--- src/rtl/clb_stream_pipe.sv ---
// Streaming leading-bit counter: a registered B-ary priority tree that returns the number of
// MSB-side bits preceding the first bit equal to a per-beat LEAD value, with valid/ready and a tag.
module clb_stream_pipe #(
  parameter int unsigned W_IN      = 32,
  parameter int unsigned BRANCHES  = 2,
  parameter int unsigned REG_EVERY = 1,
  parameter int unsigned TAG_W     = 8,
  localparam int unsigned CNT_W    = $clog2(W_IN + 1)
) (
  input  logic             clk,
  input  logic             rst_n,
  input  logic             in_valid,
  output logic             in_ready,
  input  logic [W_IN-1:0]  in_vec,
  input  logic             in_lead,
  input  logic [TAG_W-1:0] in_tag,
  output logic             out_valid,
  input  logic             out_ready,
  output logic [CNT_W-1:0] out_cnt,
  output logic             out_found,
  output logic [TAG_W-1:0] out_tag
);

  function automatic int unsigned calc_levels(input int unsigned w, input int unsigned b);
    int unsigned     l;
    longint unsigned p;
    l = 0;
    p = 1;
    if (b < 2) return 1;
    while (p < 64'(w)) begin
      p = p * 64'(b);
      l = l + 1;
    end
    return l;
  endfunction

  localparam int unsigned LB     = (BRANCHES == 4) ? 2 : 1;
  localparam int unsigned BR     = 1 << LB;
  localparam int unsigned LEVELS = calc_levels(W_IN, BR);
  localparam int unsigned CW     = LEVELS * LB;
  localparam int unsigned CLB_IN = 1 << CW;
  localparam int unsigned STAGES = (LEVELS + REG_EVERY - 1) / REG_EVERY;
  localparam int unsigned NMID   = (STAGES > 1) ? STAGES - 1 : 1;

  if (BRANCHES != 2 && BRANCHES != 4) begin : g_bad_branches
    $error("clb_stream_pipe: BRANCHES must be 2 or 4");
  end

  typedef logic [CW-1:0]          cnt_t;
  typedef cnt_t [CLB_IN-1:0]      cnt_vec_t;
  typedef logic [CLB_IN-1:0]      fnd_vec_t;

  // Intermediate slices; LEAD is consumed at the leaves, so only found/cnt travel on.
  logic [NMID-1:0]  vld_q, vld_d;
  logic [TAG_W-1:0] tag_q [NMID];
  logic [TAG_W-1:0] tag_d [NMID];
  fnd_vec_t         pf_q  [NMID];
  fnd_vec_t         pf_d  [NMID];
  cnt_vec_t         pc_q  [NMID];
  cnt_vec_t         pc_d  [NMID];

  logic             out_valid_q, out_valid_d;
  logic [CNT_W-1:0] out_cnt_q,   out_cnt_d;
  logic             out_found_q, out_found_d;
  logic [TAG_W-1:0] out_tag_q,   out_tag_d;

  logic stall_c;

  assign stall_c   = out_valid_q & ~out_ready;
  assign in_ready  = ~stall_c;
  assign out_valid = out_valid_q;
  assign out_cnt   = out_cnt_q;
  assign out_found = out_found_q;
  assign out_tag   = out_tag_q;

  for (genvar s = 0; s < STAGES; s++) begin : g_stage
    localparam int unsigned LO = s * REG_EVERY;
    localparam int unsigned HI = (LO + REG_EVERY < LEVELS) ? LO + REG_EVERY : LEVELS;

    logic             v_in;
    logic [TAG_W-1:0] t_in;
    fnd_vec_t         f_in, f_out;
    cnt_vec_t         c_in, c_out;

    if (s == 0) begin : g_leaf
      logic [CLB_IN-1:0] pad_vec;

      // LSB-side padding uses ~lead so it can never be reported as a match.
      if (CLB_IN > W_IN) begin : g_pad
        assign pad_vec = {in_vec, {(CLB_IN - W_IN){~in_lead}}};
      end else begin : g_nopad
        assign pad_vec = in_vec;
      end

      always_comb begin
        f_in = '0;
        for (int k = 0; k < CLB_IN; k++) begin
          f_in[k] = ~(pad_vec[CLB_IN-1-k] ^ in_lead);
        end
      end

      assign c_in = '0;
      assign v_in = in_valid;
      assign t_in = in_tag;
    end else begin : g_from_reg
      assign f_in = pf_q[s-1];
      assign c_in = pc_q[s-1];
      assign v_in = vld_q[s-1];
      assign t_in = tag_q[s-1];
    end

    // Tree levels LO..HI-1; node 0 is the MSB side, lowest-index found child wins.
    always_comb begin : combine
      fnd_vec_t nf;
      cnt_vec_t nc;
      f_out = f_in;
      c_out = c_in;
      nf    = '0;
      nc    = '0;
      for (int unsigned lvl = LO; lvl < HI; lvl++) begin
        nf = '0;
        nc = '0;
        for (int unsigned i = 0; i < CLB_IN / BR; i++) begin
          for (int j = BR - 1; j >= 0; j--) begin
            if (f_out[i*BR + j]) begin
              nf[i] = 1'b1;
              nc[i] = (cnt_t'(j) << (lvl * LB)) | c_out[i*BR + j];
            end
          end
        end
        f_out = nf;
        c_out = nc;
      end
    end

    if (s < STAGES - 1) begin : g_mid
      assign vld_d[s] = stall_c ? vld_q[s] : v_in;
      assign tag_d[s] = stall_c ? tag_q[s] : t_in;
      assign pf_d[s]  = stall_c ? pf_q[s]  : f_out;
      assign pc_d[s]  = stall_c ? pc_q[s]  : c_out;
    end else begin : g_last
      logic found_c;
      cnt_t root_c;

      // After the last level only node 0 can be non-zero, so folding all nodes yields the root.
      always_comb begin
        found_c = |f_out;
        root_c  = '0;
        for (int unsigned i = 0; i < CLB_IN; i++) begin
          root_c = root_c | c_out[i];
        end
      end

      assign out_valid_d = stall_c ? out_valid_q : v_in;
      assign out_found_d = stall_c ? out_found_q : found_c;
      assign out_cnt_d   = stall_c ? out_cnt_q
                                   : (found_c ? CNT_W'(root_c) : CNT_W'(W_IN));
      assign out_tag_d   = stall_c ? out_tag_q : t_in;
    end
  end

  always_ff @(posedge clk or negedge rst_n) begin
    if (!rst_n) begin
      vld_q       <= '0;
      for (int s = 0; s < NMID; s++) begin
        tag_q[s] <= '0;
        pf_q[s]  <= '0;
        pc_q[s]  <= '0;
      end
      out_valid_q <= 1'b0;
      out_cnt_q   <= '0;
      out_found_q <= 1'b0;
      out_tag_q   <= '0;
    end else begin
      vld_q       <= vld_d;
      for (int s = 0; s < NMID; s++) begin
        tag_q[s] <= tag_d[s];
        pf_q[s]  <= pf_d[s];
        pc_q[s]  <= pc_d[s];
      end
      out_valid_q <= out_valid_d;
      out_cnt_q   <= out_cnt_d;
      out_found_q <= out_found_d;
      out_tag_q   <= out_tag_d;
    end
  end

endmodule

--- config.mk ---
export PLATFORM = sky130hd
export DESIGN_NAME = clb_stream_pipe
export DESIGN_NICKNAME = d
export VERILOG_FILES = /design/src/rtl/clb_stream_pipe.sv
export SDC_FILE = /design/constraint.sdc
export NUM_CORES = 1
export LEC_CHECK = 0
export CORE_MARGIN = 1
export CORE_UTILIZATION = 48
export CTS_CLUSTER_DIAMETER = 100
export CTS_CLUSTER_SIZE = 16
export DETAILED_ROUTE_END_ITERATION = 8
export PLACE_DENSITY = 0.72
export SLEW_MARGIN = 20
export SYNTH_ARGS = -nofsm -noshare
export SYNTH_HDL_FRONTEND = slang
export SYNTH_SLANG_ARGS = --single-unit
--- constraint.sdc ---
create_clock -name clk -period 1.3 [get_ports clk]
set_input_delay 0.26 -clock clk [delete_from_list [all_inputs] [get_ports clk]]
set_output_delay 0.26 -clock clk [all_outputs]
set_load 0.02 [all_outputs]
==> results of run 1 <==
per-layer routing:
metal  global-route usage (%)  part of all wire (%)  vias to the layer above
met3                     4.83                   6.0                       32
met2                     35.7                    50                      174
li1                         -                     -                     2167
met1                     27.8                    42                     2333
met5                        0                     0                        -
met4                     5.65                   2.6                        0
worst max-delay path by stage:
stage / from / end / cells after the start
2_1_floorplan: out_valid$_DFFE_PN0N_ / g_stage[2].c_in[21]$_DFFE_PN0N_ / 5
3_3_place_gp: in_lead / g_stage[1].c_in[60]$_DFFE_PN0N_ / 4
3_5_place_dp: in_lead / g_stage[1].c_in[65]$_DFFE_PN0N_ / 4
4_1_cts: out_valid$_DFFE_PN0N_ / in_ready / 4
5_1_grt: out_valid$_DFFE_PN0N_ / in_ready / 4
6_report: out_valid$_DFFE_PN0N_ / in_ready / 4
kinds of logic after synthesis:
group / Yosys count / synth area share [%]
AOI/OAI and AO/OA: 73 / 7.25
muxes: 60 / 12.0
buffers and inverters: 39 / 3.49
and+or+nand+nor: 221 / 24.2
DFF: 134 / 53.1
flip-flops by register name (all words and copies together), names as in the netlist:
| register | cells |
|---|---|
| vld_q | 4 |
| out_tag | 8 |
| out_found | 1 |
| out_cnt | 6 |
| g_stage.c_in | 52 |
| out_valid | 1 |
| g_stage.t_in | 32 |
| g_stage.f_in | 30 |
cells in the final DEF (no fill, tap or decap), types with 2 or more instances in the layout:
cell,n
a31oi_1,40
and3b_1,16
buf_12,9
buf_16,4
buf_2,16
buf_4,37
buf_6,13
buf_8,3
bufinv_16,2
clkbuf_16,23
clkdlybuf4s50_1,42
clkinv_2,3
clkinv_4,3
clkinvlp_4,4
dfrtp_1,133
mux2_2,6
mux2_4,54
nand2_1,26
nand3b_1,72
nor2_1,15
nor2b_1,15
nor3b_1,59
o21ai_0,9
o21ai_2,5
o31ai_1,13
o31ai_2,2
or3b_1,11
or3b_2,5
timing repair:
item                                    in CTS  in global routing
hold buffers                                 1                  0
pin swaps                                    1                  5
setup buffers                                8                  6
endpoints found under the setup margin      80                125
cloned                                       4                  9
gates resized for setup                     84                 59
hold endpoints to repair                   134                  0
through the flow:
| step | util (%) | area (um2) | hold WS [ns] | instances |
|---|---|---|---|---|
| 6_report | 66.9 | 8510 | 0.390 | 824 |
| 5_1_grt | 66.9 | 8510 | 0.430 | 824 |
| 4_1_cts | 63.6 | 8090 | 0.407 | 810 |
| 3_5_place_dp | 57.7 | 7350 | 0.301 | 766 |
| 3_3_place_gp | 57.7 | 7350 | 0.293 | 766 |
| 2_1_floorplan | - | 6340 | -0.0356 | 527 |
power by group through the flow:
stage	sequential [mW]	combinational (mW)	clock (mW)
floorplan	7.23	3.63	0
global placement	7.23	5.25	0
detailed placement	7.35	5.42	0
CTS	7.30	5.76	4.67
global route	7.70	7.65	4.91
finish	7.46	7.21	4.68
area by class of cell:
class / instances / area share (%)
repair buffers: 131 / 16.7
well taps: 172 / 2.53
flip-flops and latches: 134 / 39.4
clock inverters: 12 / 1.54
inverters: 1 / 0.132
clock buffers: 19 / 5.21
diodes: 1 / 0.0294
multi-input cells: 354 / 34.5
critical path: cells and delay by family, from the launching register on:
| kind | cells | cell delay (ns) |
|---|---|---|
| flip-flops | 1 | 0.41 |
| buffers and inverters | 3 | 0.29 |
| AND/OR/NAND/NOR | 1 | 0.14 |
==> impl_metrics.tcl, run 1 <==
set metrics [dict create \
    rsz0062_at_grt "true" \
    worst_setup_path_start_kind "flop" \
    cp_slowest_cell "dfrtp_2" \
    criticalPathCategory "flop to primary output" \
    setup_slack_ns -0.226 \
    crit_path_max_incr_delay_ns 0.41 \
    cp.required_ns 1.04 \
    drive_above_1_share_pct 30.1 \
    power.net_switching_mw 6.39 \
    final_max_slew_viol_count 0 \
    p_seq_share_pct 38.6 \
    drtPass1Iterations 4 \
    grt_pass1_wl_mm 22.3 \
    remaining_global_route_overflow 0 \
    setup.reg_to_reg.worst_slack_ns -0.21 \
    final-setup-viol-count 90 \
    max_freq_mhz 655 \
    grt_antenna_before_repair 1 \
    drv_cap 0 \
    avgViaCountPerCell 5.71 \
    yosysWarningCount 0 \
    crit_path_max_fanout 4 \
    drt_iter0_drcs 343 \
    place_ws_ns -0.339 \
    place.detailed.hpwl_mm 7.63 \
    port_buffers 61 \
    clk_transition_reported_paths_ns 0.06 \
    critical_path.reg2reg.startpoint "out_valid$_DFFE_PN0N_" \
    ios 62 \
    netlist_instances 527 \
    clock_skew_ns 0.00937 \
    p_int_mw 13.0 \
    filler_cell_count 944 \
    multiInputGateArea_um2 2930 \
    netlist_area_um2 6310 \
    yosysUniqueCellTypes 24 \
    wl_per_cell_um 19.1 \
    root_buffer "clkbuf_16" \
    die-area_um2 13600 \
    max-clock-path-buffers 2 \
    power_switching_share_pct 33.0 \
    fin_setup_tns_ns -12.17 \
    crit_chain "nor2b_4, buf_12, inv_8, buf_6" \
    p_leak_nw 3.64 \
    largest_cells_by_area_after_synthesis "dfrtp_1, nand3b_1, nor3b_1" \
    slew_headroom_pct 53.5 \
    worst_skew_pair.late_latency_ns 0.42 \
    power_frac_comb_pct 37.2 \
    globalRouteTotalUtil_pct 21.3 \
    crit_arrival_ns 1.27 \
    hold_wc_path_type "primary input to async pin" \
    worst_case_reg_to_reg_path_depth 6 \
    run_status "finished with violations" \
    drtAntennaViolNets 0 \
    final_nets 684 \
    edff_count_synth 0 \
    cts-htree-levels 4 \
    cts_inserted_buffers 17 \
    die-width_um 117 \
    placementRows 41 \
    postSynthRegisterBits 134 \
    flow.area_growth_from_synthesis_pct 34.8 \
    report.power.total_mw 19.4 \
    worst_slew_pin_tran_ns 0.698 \
    synth_nets 572 \
    initial_utilization_pct 49.6 \
    synth_area_leader_cell "dfrtp_1" \
    seq_area_um2 3350 \
    synth.avg_cell_area_um2 12.0 \
    worst_r2r_endpoint "g_stage[3].t_in[4]$_DFFE_PN0N_" \
    core_um2 12700 \
    tritoncts "yes" \
    gp_congestion 0.717 \
    failed_checks "negative setup slack" \
    finalHoldViolations 0 \
    synth_ff_type "dfrtp_1" \
    synth-seq-area-share_pct 53.1 \
    clock_sink_count 134 \
    grt_pass1_vias 4546 \
    fin_crit_ns 1.53 \
    die_h_um 117 \
    critPathCaptureType "primary output" \
    pwr_density_cell_nw_per_um2 2270 \
    timing.final.crit_share_pct 117 \
    pin_count_of_the_biggest_net_entering_global_routing 79 \
    p_clk_share_pct 24.2 \
    drt_wl_total_mm 15.8 \
    ys_top_cells_by_count "dfrtp_1, nand3b_1, nor3b_1" \
    post-synth-top-count-cell "dfrtp_1" \
    routed-via-count 4706 \
    yosys.area.top_type_share_pct 53.1 \
    drt_drc_violations_left 0 \
    worst_ir_drop_on_vdd_uv 1090 \
    synth_async_sr_flop_share_pct 100 \
]
Power figures use the tool's default switching activity.
==> run 2, diff against run 1 <==
- CTS_BUF_LIST: default -> sky130_fd_sc_hd__clkbuf_4 sky130_fd_sc_hd__clkbuf_8 sky130_fd_sc_hd__clkbuf_16
==> impl_metrics.tcl, run 2 (synthesis results as in run 1) <==
set metrics [dict create \
    pwr_density_cell_nw_per_um2 2210 \
    worst_setup_path_start_kind "flop" \
    port_buffers 61 \
    cts_inserted_buffers 17 \
    drt_wl_total_mm 14.2 \
    place_ws_ns -0.339 \
    crit_arrival_ns 1.83 \
    routed-via-count 4571 \
    grt_antenna_before_repair 0 \
    detailed_routed_wire_length_on_met2_mm 7.22 \
    post_layout_nonfiller_instances 814 \
    clk_transition_reported_paths_ns 0.06 \
    worst_slew_pin_tran_ns 0.719 \
    die-width_um 117 \
    failed_checks "negative setup slack" \
    multiInputGateArea_um2 2820 \
    drtAntennaViolNets 0 \
    cts-htree-levels 4 \
    clock_skew_ns 0.0106 \
    max_freq_mhz 653 \
    worst_ir_drop_on_vdd_uv 1070 \
    leading_cell_type_in_the_layout_fill_and_taps_excluded "dfrtp_1" \
    drt_iter0_drcs 248 \
    detail_route.wirelength.met1_mm 6.16 \
    maxUsedRoutingLayer "met4" \
    utilization_pct 64.9 \
    placed_area_um2 7350 \
    grt_pass1_vias 4537 \
    cp.required_ns 1.60 \
    slew_headroom_pct 52.1 \
    timing.final.crit_share_pct 118 \
    critPathCaptureType "flop" \
    filler_cell_count 969 \
    drv_cap 0 \
    final-setup-viol-count 109 \
    final_nets 675 \
    avgViaCountPerCell 5.62 \
    insertedDiodeCount 0 \
    whs_ns 0.396 \
    fin_crit_ns 1.53 \
    tritoncts "yes" \
    root_buffer "clkbuf_16" \
    drive_above_1_share_pct 29.6 \
    p_leak_nw 3.44 \
    run_status "finished with violations" \
    wl_per_cell_um 17.4 \
    grt_pass1_wl_mm 22.5 \
    place.detailed.hpwl_mm 7.63 \
    met3_wire_length_um 590 \
    placementRows 41 \
    seq_area_um2 3350 \
    worst_skew_pair.late_latency_ns 0.42 \
    setup_slack_ns -0.231 \
    drtPass1Iterations 4 \
    initial_utilization_pct 49.6 \
    ios 62 \
    gp_congestion 0.717 \
    final_cell_area_um2 8250 \
    max-clock-path-buffers 2 \
    globalRouteTotalUtil_pct 21.6 \
    remaining_global_route_overflow 0 \
    hold_wc_path_type "primary input to async pin" \
    core_um2 12700 \
    drt_drc_violations_left 0 \
    rsz0062_at_grt "true" \
    dp_cells 766 \
    finalHoldViolations 0 \
    largest_reg_flops 52 \
    die_h_um 117 \
    crit_path_max_fanout 5 \
    pin_count_of_the_biggest_net_entering_global_routing 79 \
    mostFrequentLayoutCells "dfrtp_1, nand3b_1, nor3b_1" \
    final_max_slew_viol_count 0 \
    clock_sink_count 134 \
    criticalPathCategory "flop to flop" \
    flow.area_growth_from_synthesis_pct 30.7 \
    die-area_um2 13600 \
]
==> run 2: timing repair <==
item | in CTS | in global routing
gates resized for setup | 84 | 18
cloned | 4 | 2
hold endpoints to repair | 134 | 0
buffers inserted | 9 | 2
endpoints found under the setup margin | 80 | 125
pin swaps | 1 | 2
hold buffers | 1 | 0
==> run 2: metal layers <==
metal,up-vias,track usage (%)
met5,-,0
met4,0,5.49
met3,15,5.35
met2,117,36.3
met1,2286,27.9
li1,2153,-
==> run 2: through the flow <==
step,TNS [ns],total power [mW]
6_report,-13.48,18.2
5_1_grt,-17.78,19.2
4_1_cts,-10.25,17.8
3_5_place_dp,-15.96,12.8
3_3_place_gp,-12.64,12.5
2_1_floorplan,-1.86,10.9
==> run 2: critical path, cell delays in order (launching register included) <==
cell and delay, ns:
dfrtp_2 0.37, nor2b_4 0.17, buf_4 0.14, buf_8 0.14, bufbuf_16 0.27, mux2_2 0.32
==> run 2: path summary, 6_finish.rpt <==
check | startpoint | endpoint | slack (ns) | cells after the start
setup / recovery | out_valid$_DFFE_PN0N_ | g_stage[1].t_in[7]$_DFFE_PN0N_ | -0.23 | 5
hold / removal | rst_n | out_tag[7]$_DFFE_PN0N_ | 0.40 | 3
setup reg to reg | out_valid$_DFFE_PN0N_ | g_stage[1].t_in[7]$_DFFE_PN0N_ | -0.23 | 5
hold reg to reg | out_tag[2]$_DFFE_PN0N_ | out_tag[2]$_DFFE_PN0N_ | 0.50 | 1
max in group asynchronous | rst_n | out_valid$_DFFE_PN0N_ | 0.52 | 3
min in group clk | out_ready | g_stage[1].c_in[15]$_DFFE_PN0N_ | 0.44 | 6
==> run 2: cell type report <==
| cell class | count | share of cell area (%) |
|---|---|---|
| inverter | 1 | 0.136 |
| clock inverter | 12 | 1.59 |
| timing repair buffer | 122 | 15.4 |
| sequential | 134 | 40.7 |
| multi-input combinational | 354 | 34.2 |
| tap | 172 | 2.61 |
| clock buffer | 19 | 5.41 |
==> run 2: power breakdown <==
part | total [mW] | switching (mW) | internal (mW)
clock network | 4.66 | 1.78 | 2.88
registers | 7.36 | 1.37 | 5.99
logic | 6.22 | 2.74 | 3.48
total | 18.2 | 5.89 | 12.3
